--- config.mk ---
export PLATFORM = sky130hd
export DESIGN_NAME = quat_result_serializer
export DESIGN_NICKNAME = d
export VERILOG_FILES = /design/src/rtl/quat_result_serializer_pkg.sv /design/src/rtl/quat_result_serializer_rescale.sv /design/src/rtl/quat_result_serializer.sv
export SDC_FILE = /design/constraint.sdc
export NUM_CORES = 1
export LEC_CHECK = 0
export ABC_AREA = 1
export CAP_MARGIN = 20
export CORE_MARGIN = 10
export CORE_UTILIZATION = 45
export DETAILED_ROUTE_END_ITERATION = 8
export GPL_TIMING_DRIVEN = 0
export PLACE_DENSITY = 0.73
export SETUP_SLACK_MARGIN = 0.1
export SYNTH_ARGS = -nofsm -noshare
export SYNTH_HDL_FRONTEND = slang
export SYNTH_SLANG_ARGS = --single-unit
--- constraint.sdc ---
create_clock -name clk -period 4.26 [get_ports clk]
set_input_delay 1.065 -clock clk [delete_from_list [all_inputs] [get_ports clk]]
set_output_delay 1.065 -clock clk [all_outputs]
set_load 0.02 [all_outputs]
--- src/rtl/quat_result_serializer_pkg.sv ---
// Shared types and constants for the quaternion result serializer.
// Holds FSM encoding, component indices, saturation limits and the FIFO entry.
package quat_result_serializer_pkg;

  typedef enum logic {
    ST_IDLE = 1'b0,
    ST_SEND = 1'b1
  } state_t;

  localparam logic [1:0] IDX_W = 2'd0;
  localparam logic [1:0] IDX_X = 2'd1;
  localparam logic [1:0] IDX_Y = 2'd2;
  localparam logic [1:0] IDX_Z = 2'd3;

  localparam logic signed [15:0] SAT_MAX = 16'sh7FFF;
  localparam logic signed [15:0] SAT_MIN = 16'sh8000;

  typedef struct packed {
    logic [3:0][15:0] data;
    logic [3:0]       sat;
  } q_entry_t;

endpackage

--- src/rtl/quat_result_serializer_rescale.sv ---
// Round-half-up, arithmetic shift and 16-bit clamp of one
// 32-bit product sum.
module q_rescale_sat
  import quat_result_serializer_pkg::*;
#(
  parameter int FRAC_BITS = 15
) (
  input  logic [31:0] i_val,
  output logic [15:0] o_val,
  output logic        o_sat
);

  localparam logic signed [32:0] HALF =
    33'sd1 <<< (FRAC_BITS - 1);
  localparam logic signed [32:0] MAX33 =
    {{17{SAT_MAX[15]}}, SAT_MAX};
  localparam logic signed [32:0] MIN33 =
    {{17{SAT_MIN[15]}}, SAT_MIN};

  logic signed [32:0] w_sum;
  logic signed [32:0] w_shr;

  // 33 bits so the rounding add cannot wrap at the top of range
  assign w_sum = $signed({i_val[31], i_val}) + HALF;
  assign w_shr = w_sum >>> FRAC_BITS;

  always_comb begin
    o_val = w_shr[15:0];
    o_sat = 1'b0;
    if (w_shr > MAX33) begin
      o_val = SAT_MAX;
      o_sat = 1'b1;
    end else if (w_shr < MIN33) begin
      o_val = SAT_MIN;
      o_sat = 1'b1;
    end
  end

endmodule

--- src/rtl/quat_result_serializer.sv ---
// Buffers whole quaternion results and streams them out
// one rescaled 16-bit component per beat.
module quat_result_serializer
  import quat_result_serializer_pkg::*;
#(
  parameter int FRAC_BITS = 15,
  parameter int DEPTH     = 2
) (
  input  logic        clk,
  input  logic        rst,
  input  logic        in_valid,
  input  logic [31:0] r1,
  input  logic [31:0] r2,
  input  logic [31:0] r3,
  input  logic [31:0] r4,
  output logic [15:0] out_data,
  output logic [1:0]  out_idx,
  output logic        out_valid,
  input  logic        out_ready,
  output logic        out_last,
  output logic        out_sat,
  output logic        ovf,
  input  logic        ovf_clr,
  output logic        full
);

  localparam int AW = $clog2(DEPTH);
  localparam int CW = $clog2(DEPTH + 1);

  q_entry_t         r_mem [DEPTH];
  logic [AW-1:0]    r_wptr;
  logic [AW-1:0]    r_rptr;
  logic [CW-1:0]    r_cnt;
  logic [1:0]       r_beat;
  logic             r_ovf;
  state_t           r_state;

  state_t           w_state_nxt;
  logic [CW-1:0]    w_cnt_nxt;
  logic [3:0][31:0] w_r;
  q_entry_t         w_entry;
  q_entry_t         w_head;
  logic             w_full;
  logic             w_hs;
  logic             w_pop;
  logic             w_free;
  logic             w_push;
  logic             w_drop;

  assign w_r = {r4, r3, r2, r1};

  for (genvar g = 0; g < 4; g++) begin : g_rs
    q_rescale_sat #(
      .FRAC_BITS(FRAC_BITS)
    ) u_rs (
      .i_val(w_r[g]),
      .o_val(w_entry.data[g]),
      .o_sat(w_entry.sat[g])
    );
  end

  assign w_full = (r_cnt == CW'(DEPTH));
  assign w_hs   = (r_state == ST_SEND) && out_ready;
  assign w_pop  = w_hs && (r_beat == IDX_Z);
  // popping the last beat frees the head slot this very cycle
  assign w_free = !w_full || w_pop;
  assign w_push = in_valid && w_free;
  assign w_drop = in_valid && !w_free;
  assign w_cnt_nxt = r_cnt + CW'(w_push) - CW'(w_pop);
  assign w_head = r_mem[r_rptr];

  always_ff @(posedge clk) begin
    if (w_push) begin
      r_mem[r_wptr] <= w_entry;
    end
  end

  always_ff @(posedge clk or negedge rst) begin
    if (!rst) begin
      r_wptr  <= '0;
      r_rptr  <= '0;
      r_cnt   <= '0;
      r_beat  <= '0;
      r_ovf   <= 1'b0;
      r_state <= ST_IDLE;
    end else begin
      r_state <= w_state_nxt;
      r_cnt   <= w_cnt_nxt;
      if (w_push) begin
        r_wptr <= r_wptr + AW'(1);
      end
      if (w_pop) begin
        r_rptr <= r_rptr + AW'(1);
        r_beat <= '0;
      end else if (w_hs) begin
        r_beat <= r_beat + 2'd1;
      end
      if (w_drop) begin
        r_ovf <= 1'b1;
      end else if (ovf_clr) begin
        r_ovf <= 1'b0;
      end
    end
  end

  always_comb begin
    w_state_nxt = r_state;
    unique case (r_state)
      ST_IDLE: begin
        if (r_cnt != '0) begin
          w_state_nxt = ST_SEND;
        end
      end
      ST_SEND: begin
        if (w_pop && (w_cnt_nxt == '0)) begin
          w_state_nxt = ST_IDLE;
        end
      end
      default: w_state_nxt = ST_IDLE;
    endcase
  end

  always_comb begin
    out_valid = 1'b0;
    out_data  = '0;
    out_idx   = IDX_W;
    out_last  = 1'b0;
    out_sat   = 1'b0;
    if (r_state == ST_SEND) begin
      out_valid = 1'b1;
      out_data  = w_head.data[r_beat];
      out_idx   = r_beat;
      out_last  = (r_beat == IDX_Z);
      out_sat   = w_head.sat[r_beat];
    end
  end

  assign ovf  = r_ovf;
  assign full = w_full;

endmodule

Word-level counts from Yosys, hierarchy flattened. Memories as Yosys holds them, arrays and structs flattened. Index checks and enable logic that the tools add are counted.

$mul: 0. Eq/ne operators: 2. Muxes and demuxes: 34. Bitwise gates (word level): 1. Div/mod/pow operators: 0. Add/subtract/negate cells: 9. Reduce and logical (&&, ||, !) cells: 12. Order comparisons: 9. Shift-type cells: 0.

Operator list (count): $mux W16 (10); $add A32 B16 Y33 const B (4); $gt A18 B16 Y1 const B (4); $lt A18 B16 Y1 const B (4); $bmux W16 S2 (1); $mux W1 (18); $mux W2 (3); $reduce_bool A2 Y1 (3); $logic_and A1 B1 Y1 (5); $eq A2 B2 Y1 const B (2); $lt A2 B3 Y1 const B (1); $add A1 B1 Y1 const B (2); $add A2 B1 Y2 (1); $add A2 B1 Y2 const B (1); $bmux W1 S2 (1); $logic_not A1 Y1 (2); $logic_not A2 Y1 (1); $pmux W1 S2 (1); $sub A2 B1 Y2 (1); $logic_or A1 B1 Y1 (1); $not A1 Y1 (1).

Word-level logic and storage cells: 74. Register bits: 8. Bits in writable memories: 136. Memory bits (read-only): 0. Latch bits: 0. Memories: 1.

Memory list: r_mem (depth 2, width 68, rd ports 1, clocked after memory_dff 0, write ports 1, RTL line quat_result_serializer.sv:30) `q_entry_t r_mem [DEPTH];`.

Logic depth before layout (Yosys ltp). Gate-level depths: netlist of the first run.

Depth after elaboration: 10. Gate-level depth with buffers: 12. Mapped depth without buffers: 12.

By module. From an unflattened synthesis of the first run, not the netlist that was laid out.

Cells, all modules: 1001. Area total of the unflattened synthesis: 8460.6 sq um.

By module, submodules not included: quat_result_serializer (area each 5853.1 sq um, times used 1, cells each 509); q_rescale_sat (area each 651.9 sq um, times used 4, cells each 123).

Worst setup path before layout of the first run. Ideal clock, no wire load.

Kind: input port to flip-flop. Start: in out_ready. End: mem r_mem[1][0] (netlist bit) (enable). Slack: -0.704 ns. Setup time: 0.496 ns. Cell stages on the path: 6. Arrival: 4.469 ns. Cell sequence: nand2_1 nor2_1 inv_1 nand2_1 nand2_1 nor2_1.

Cells in the longest elaborated chain, start to end: 6.

RTL lines: from (decl) (RTL line quat_result_serializer.sv:19) `input logic out_ready,`; $logic_and A1 B1 Y1 (RTL line quat_result_serializer.sv:63) `assign w_hs = (r_state == ST_SEND) && out_ready;`; $logic_and A1 B1 Y1 (RTL line quat_result_serializer.sv:64) `assign w_pop = w_hs && (r_beat == IDX_Z);`; $logic_or A1 B1 Y1 (RTL line quat_result_serializer.sv:66) `assign w_free = !w_full || w_pop;`; $logic_and A1 B1 Y1 (RTL line quat_result_serializer.sv:67) `assign w_push = in_valid && w_free;`; $mux W1 (RTL line quat_result_serializer.sv:73) `if (w_push) begin`; $mux W1 (not written as such) (RTL line quat_result_serializer.sv:74) `r_mem[r_wptr] <= w_entry;`; to (decl) (RTL line quat_result_serializer.sv:30).

Every way passes these cells.

Worst setup path after layout of the first run.
Start: reg r_beat[0]. End: out out_data[5].

Cells in the longest elaborated chain, start to end: 3.

RTL lines: from (decl) (RTL line quat_result_serializer.sv:34) `logic [1:0] r_beat;`; from (signal assigned) (RTL line quat_result_serializer.sv:96) `r_beat <= r_beat + 2'd1;`; $bmux W16 S2 (RTL line quat_result_serializer.sv:131) `out_data = w_head.data[r_beat];`; $mux W16 (not written as such) (RTL line quat_result_serializer.sv:131); $mux W16 (RTL line quat_result_serializer.sv:129) `if (r_state == ST_SEND) begin`; to (decl) (RTL line quat_result_serializer.sv:16) `output logic [15:0] out_data,`.

Every way passes these cells. The select of a mux whose other input is x is not followed.

==> results.tsv, run 1 <==
stage	metric	value	unit
outcome	status	finished clean	
synthesis	Seq cells post-synth	144	
floorplanning	IO Pins	156	
synthesis	most common cell in the synthesized netlist	nand2_1	
placed_design	PortBufs	99	
synthesis	Synth top cells by count	nand2_1 (258), edfxtp_1 (136), nor2_1 (121)	
synthesis	Yosys warning count	0	
cells_and_area	Area Overhead vs Synth	24.7	%
timing	RSZ-0062 raised after global routing	false	
drt	DR pass1 iterations	5	
cells_and_area	# diodes	0	
synthesis	EDFF count, synth	136	
synthesis	sequential-to-total area share from yosys stat	0.535	
floorplanning	Die ar.	23500	µm²
cells_and_area	non-filler cells in the finished layout	1275	
clock_network	clk_lat worst skew	0.42	ns
cells_and_area	fin nets	1176	
clock_network	Post-CTS Hold Buffers	0	
drt	drt wl/cell	15.6	µm
timing	clk_skew	0.00938	ns
worst_setup_path	Arrival @ worst endpoint	2.94	ns
synthesis	Mapped Nets	1054	
cells_and_area	layout cells sized above 1	0.0819	
cells_and_area	Final Cell Area	9980	µm²
timing	max-slew violations	0	
synthesis	Avg Cell Area, Syn	8.75	µm²
worst_setup_path	worst endpoint required time	3.19	ns
timing	Worst-Margin Slew	0.612	ns
global_routing	initial antenna violation count	0	
worst_setup_path	critical-path maximum fanout	10	
synthesis	Async S/R FF share, synth	0.0556	
placed_design	Inst Count DP	1243	
drt	drt total wl	19900	µm
worst_setup_path	Setup CP Type	register to output port	
floorplanning	Die X	153	µm
clock_network	H-tree levels	4	
power	VDD IR max	0.583	mV
synthesis	share of the synthesized area in the top cell type	0.510	
timing	Worst slew margin	0.591	
timing	Max Fclk	250	MHz
synthesis	Synth Flop Type	edfxtp_1	
synthesis	Netlist Area Pre-Place	8000	µm²
placed_design	GPL Wtd Cong	0.861	
timing	Final Hold Viols	0	
clock_network	clk root buf	clkbuf_16	
synthesis	cell taking the most area after synthesis	edfxtp_1	
hold_path	Hold Crit Class	register to register	
synthesis	Post-Syn Instances	915	
global_routing	number of global-route vias before repair	6383	
placed_design	area post-placement	9380	µm²
clock_network	postcts setup bufs	0	
clock_network	# clock sinks	144	
timing	# setup viols final	0	
global_routing	largest net degree at the start of global routing	30	
floorplanning	Initial Util	0.461	
clock_network	CTS-repair resized insts	0	
floorplanning	FP Rows	48	
drt	vias	6539	
timing	Setup TNS Final	0	ns
timing	Final min period	4.01	ns
drt	via/cell ratio	5.13	
global_routing	global-route wire length before repair	32000	µm
floorplanning	Core Footprint	17400	µm²
worst_setup_path	CP Capture Type	output port	
placed_design	HPWL Detailed	15200	µm
power	Cell Pwr Density	614	nW/µm²
drt	post-route ant nets	0	
drt	Iter 0 DRT Violations	562	
run	Max-Cap Viols	0	
power	Leakage	4.01	nW
clock_network	clock buffer depth	2	
drt	drt drc	0	
global_routing	total congestion overflow	0	
clock_network	TritonCTS clock tree	yes	
timing	Tcrit/Tclk final	0.941	
floorplanning	Die Span Y	153	µm
worst_setup_path	type of origin of the critical path	register	
global_routing	All-Layer GR Usage	0.165	
clock_network	clock-pin slew on the worst setup and hold paths	0.06	ns
clock_network	Num CTS Buffers	17	
synthesis	Distinct cells, synth	34	
synthesis	Synth area leaders	edfxtp_1 (51%), nand2_1 (12%), nor2_1 (5.7%)	
## path summary, 6_finish.rpt
path | slack (ns) | to | cells past startpoint | start
min reg2reg | 0.53 | ovf | 2 | ovf
min in group asynchronous | 0.92 | ovf | 1 | rst
min | 0.53 | ovf | 2 | ovf
max in group asynchronous | 3.06 | r_rptr | 1 | rst
max reg2reg | 1.48 | r_mem[1][35] | 9 | r_beat[0]
max | 0.25 | out_data[5] | 7 | r_beat[0]
## logic make-up (layout without fill, tap and decap cells)
family	count (synthesis)	in the layout	share of synthesized area
DFF	144	144	0.535
buffers and inverters	113	248	0.0602
adders and majority gates	6	6	0.00938
AOI/OAI and AO/OA	125	125	0.0883
xor gates and xnor gates	50	50	0.0547
and+or+nand+nor	477	477	0.252
## metal layers
layer	track usage	up-vias	share of wire
li1	-	3291	-
met1	0.213	2981	0.43
met2	0.267	252	0.48
met3	0.0415	15	0.081
met4	0.0463	0	0.012
met5	0	-	0
## registers in the layout (all words and copies together), names as in the netlist
name,count
ovf,1
r_cnt,2
r_mem,136
r_rptr,1
r_beat,2
r_wptr,1
r_state,1
## power breakdown
group	switching (mW)	leakage (nW)	internal, mW	total [mW]
Combinational	1.62	2.39	0.932	2.56
Sequential	0.110	1.34	1.96	2.07
Clock	0.542	0.285	0.968	1.51
## worst max-delay path, cell delays in order (launching register included)
cell             delay [ns]
dfrtp_1                0.52
inv_1                  0.28
clkbuf_1               0.42
o21ai_0                0.18
o22ai_1                0.24
nand3_1                0.14
nand2_1                0.13
clkdlybuf4s50_1        0.61
## stage by stage
step	util	setup WS (ns)	hold slack, ns	total power, mW
2_1_floorplan	-	0.432	0.489	3.53
3_3_place_gp	0.535	-1.13	0.517	4.56
3_5_place_dp	0.540	0.632	0.523	4.63
4_1_cts	0.575	0.283	0.532	6.14
5_1_grt	0.575	0.110	0.573	6.47
6_report	0.575	0.253	0.531	6.13
## layout make-up
type                            instances  area [µm²]
Fill cell                            1500        7380
Sequential cell                       144        4280
Multi-Input combinational cell        658        3250
Timing Repair Buffer                  103        1080
Clock buffer                           19         433
Inverter                               80         300
Tap cell                              225         282
Buffer                                 33         181
Clock inverter                         13         169
## cell usage in the layout (no fill, tap or decap), types with 5 or more instances in the layout
master	n
clkbuf_1	21
nand3b_1	6
o21ai_0	70
nor2_1	119
inv_1	78
nand3_1	40
edfxtp_1	136
o22ai_1	36
nor2_2	13
clkdlybuf4s50_1	99
clkinv_1	5
nand2_1	258
nor3_1	5
nand2_2	17
dfrtp_1	8
clkbuf_16	17
xor2_1	34
nand4_1	10
xnor2_1	16
a21oi_1	6
ha_1	6
Power figures use the tool's default switching activity.
==> run 2, diff against run 1 <==
--- a/config.mk
+++ b/config.mk
@@ -11,8 +11,9 @@
 export CORE_UTILIZATION = 45
 export DETAILED_ROUTE_END_ITERATION = 8
 export GPL_TIMING_DRIVEN = 0
-export PLACE_DENSITY = 0.73
+export PLACE_DENSITY = 0.7
 export SETUP_SLACK_MARGIN = 0.1
 export SYNTH_ARGS = -nofsm -noshare
 export SYNTH_HDL_FRONTEND = slang
 export SYNTH_SLANG_ARGS = --single-unit
+export TNS_END_PERCENT = 5
==> constraint.sdc (replaced) <==
create_clock -name clk -period 4.5 [get_ports clk]
set_input_delay 1.125 -clock clk [delete_from_list [all_inputs] [get_ports clk]]
set_output_delay 1.125 -clock clk [all_outputs]
set_load 0.02 [all_outputs]
==> results.tsv, run 2 (synthesis gave the netlist of run 1 again) <==
stage	metric	value	unit	change
outcome	status	finished clean		unchanged
clock_network	postcts setup bufs	0		unchanged
power	switching power	2.19	mW	was 2.27 mW
floorplanning	FP Rows	48		unchanged
worst_setup_path	crit path launch	r_beat[0]		unchanged
worst_setup_path	reg2reg start	r_beat[0]		unchanged
cells_and_area	Most flops, register	r_mem		unchanged
clock_network	clock-pin slew on the worst setup and hold paths	0.06	ns	about the same
power	clock power share	0.249		was 0.246
run	Max-Cap Viols	0		unchanged
floorplanning	Initial Util	0.461		unchanged
drt	drt wl/cell	15.8	µm	was 15.6 µm
placed_design	HPWL Detailed	15200	µm	about the same
worst_setup_path	worst endpoint required time	3.38	ns	was 3.19 ns
worst_setup_path	type of origin of the critical path	register		unchanged
global_routing	initial antenna violation count	0		unchanged
timing	max-slew violations	0		unchanged
drt	vias	6543		was 6539
timing	Final WS setup	0.394	ns	was 0.253 ns
timing	# setup viols final	0		unchanged
clock_network	CTS-repair resized insts	0		unchanged
cells_and_area	Finished Core Util	0.576		was 0.575
placed_design	PortBufs	99		unchanged
cells_and_area	fin nets	1176		unchanged
power	Cell Pwr Density	585	nW/µm²	was 614 nW/µm²
clock_network	clock buffer depth	2		unchanged
timing	RSZ-0062 raised after global routing	false		unchanged
worst_setup_path	critical-path maximum fanout	10		unchanged
clock_network	Post-CTS Hold Buffers	0		unchanged
timing	Final Hold Viols	0		unchanged
global_routing	number of global-route vias before repair	6412		was 6383
timing	minimum hold slack	0.532	ns	was 0.531 ns
drt	post-route ant nets	0		unchanged
floorplanning	Die Span Y	153	µm	unchanged
clock_network	clk root buf	clkbuf_16		unchanged
drt	drt total wl	20100	µm	was 19900 µm
timing	clk_skew	0.00614	ns	was 0.00938 ns
placed_design	GPL Wtd Cong	0.866		was 0.861
timing	Max Fclk	244	MHz	
cells_and_area	# diodes	0		unchanged
global_routing	global-route wire length before repair	32500	µm	was 32000 µm
clock_network	# clock sinks	144		unchanged
timing	Tcrit/Tclk final	0.912		
floorplanning	Core Footprint	17400	µm²	unchanged
power	sw frac	0.375		was 0.371
timing	Worst slew margin	0.497		was 0.591
cells_and_area	max reg flops	136		unchanged
drt	drt drc	0		unchanged
floorplanning	Die X	153	µm	unchanged
timing	Worst-Margin Slew	0.753	ns	was 0.612 ns
drt	via/cell ratio	5.14		was 5.13
cells_and_area	Area Overhead vs Synth	24.9	%	was 24.7%
global_routing	total congestion overflow	0		unchanged
power	cell-internal power	3.66	mW	was 3.86 mW
power	Leakage	4.01	nW	about the same
floorplanning	IO Pins	156		unchanged
cells_and_area	commonest non-fill, non-tap cell in the layout	nand2_1		unchanged
global_routing	largest net degree at the start of global routing	32		was 30
power	VDD IR max	0.594	mV	was 0.583 mV
floorplanning	Die ar.	23500	µm²	unchanged
worst_setup_path	CP Capture Type	output port		unchanged
hold_path	hold_sp	ovf		unchanged
worst_setup_path	Setup CP Type	register to output port		unchanged
global_routing	All-Layer GR Usage	0.169		was 0.165
clock_network	Num CTS Buffers	17		unchanged
placed_design	pre-CTS setup slack	0.892	ns	was 0.632 ns
worst_setup_path	Arrival @ worst endpoint	2.98	ns	was 2.94 ns
clock_network	clk_lat worst skew	0.42	ns	about the same
drt	DR pass1 iterations	5		unchanged
drt	Iter 0 DRT Violations	576		was 562
cells_and_area	biggest regs	r_mem (136), r_beat (2), r_cnt (2)		unchanged
cells_and_area	most frequent cells in the layout	nand2_1 (258), edfxtp_1 (136), nor2_1 (119), clkdlybuf4s50_1 (99), inv_1 (78)		unchanged
cells_and_area	layout cells sized above 1	0.0848		was 0.0819
hold_path	Hold Crit Class	register to register		unchanged
clock_network	TritonCTS clock tree	yes		unchanged
clock_network	H-tree levels	4		unchanged
power	Combinational Power Share	0.417		about the same
power	Flop pwr share	0.334		was 0.337
timing	Final min period	4.11	ns	
-- run 2: final timing paths --
kind                                endpoint  slack [ns]  cells after the start
worst max-delay path             out_data[5]        0.39                      7
worst min-delay path                     ovf        0.53                      2
worst max register to register  r_mem[0][49]        1.82                      8
worst min register to register           ovf        0.53                      2
max in group asynchronous           r_cnt[0]        3.26                      1
min in group asynchronous            r_state        0.99                      1
-- run 2: cell type report --
cell class                 instances  area [µm²]
multi-input combinational        658        3250
buffer                            33         181
inverter                          80         300
tap                              225         282
fill                            1511        7360
clock inverter                    13         189
clock buffer                      18         429
timing repair buffer             103        1080
sequential                       144        4280
-- run 2: worst max-delay path: stages (launching register included) --
cell             delay (ns)
dfrtp_1                0.52
inv_1                  0.29
clkbuf_1               0.42
o21ai_0                0.21
o22ai_1                0.23
nand3_1                0.14
nand2_1                0.14
clkdlybuf4s50_1        0.62
-- run 2: power by group through the flow --
stage / Clock (mW) / Combinational, mW / Sequential [mW]
floorplan: 0 / 1.38 / 1.98
global placement: 0 / 2.33 / 2.01
detailed placement: 0 / 2.42 / 1.97
CTS: 1.46 / 2.44 / 1.95
global route: 1.53 / 2.66 / 1.98
finish: 1.46 / 2.44 / 1.95
-- run 2: layer usage --
layer / global-route usage / wire length (µm)
met1: 0.218 / 8940
met2: 0.274 / 9480
met3: 0.0387 / 1420
met4: 0.0531 / 297
met5: 0 / 0
-- run 2: through the flow --
stage	instances	instance area, µm²	power [mW]	TNS, ns
6_report	1274	10000	5.85	0
5_1_grt	1274	10000	6.17	0
4_1_cts	1274	10000	5.85	0
3_5_place_dp	1243	9380	4.39	0
3_3_place_gp	1239	9280	4.34	-254.20
2_1_floorplan	915	8010	3.35	-34.45
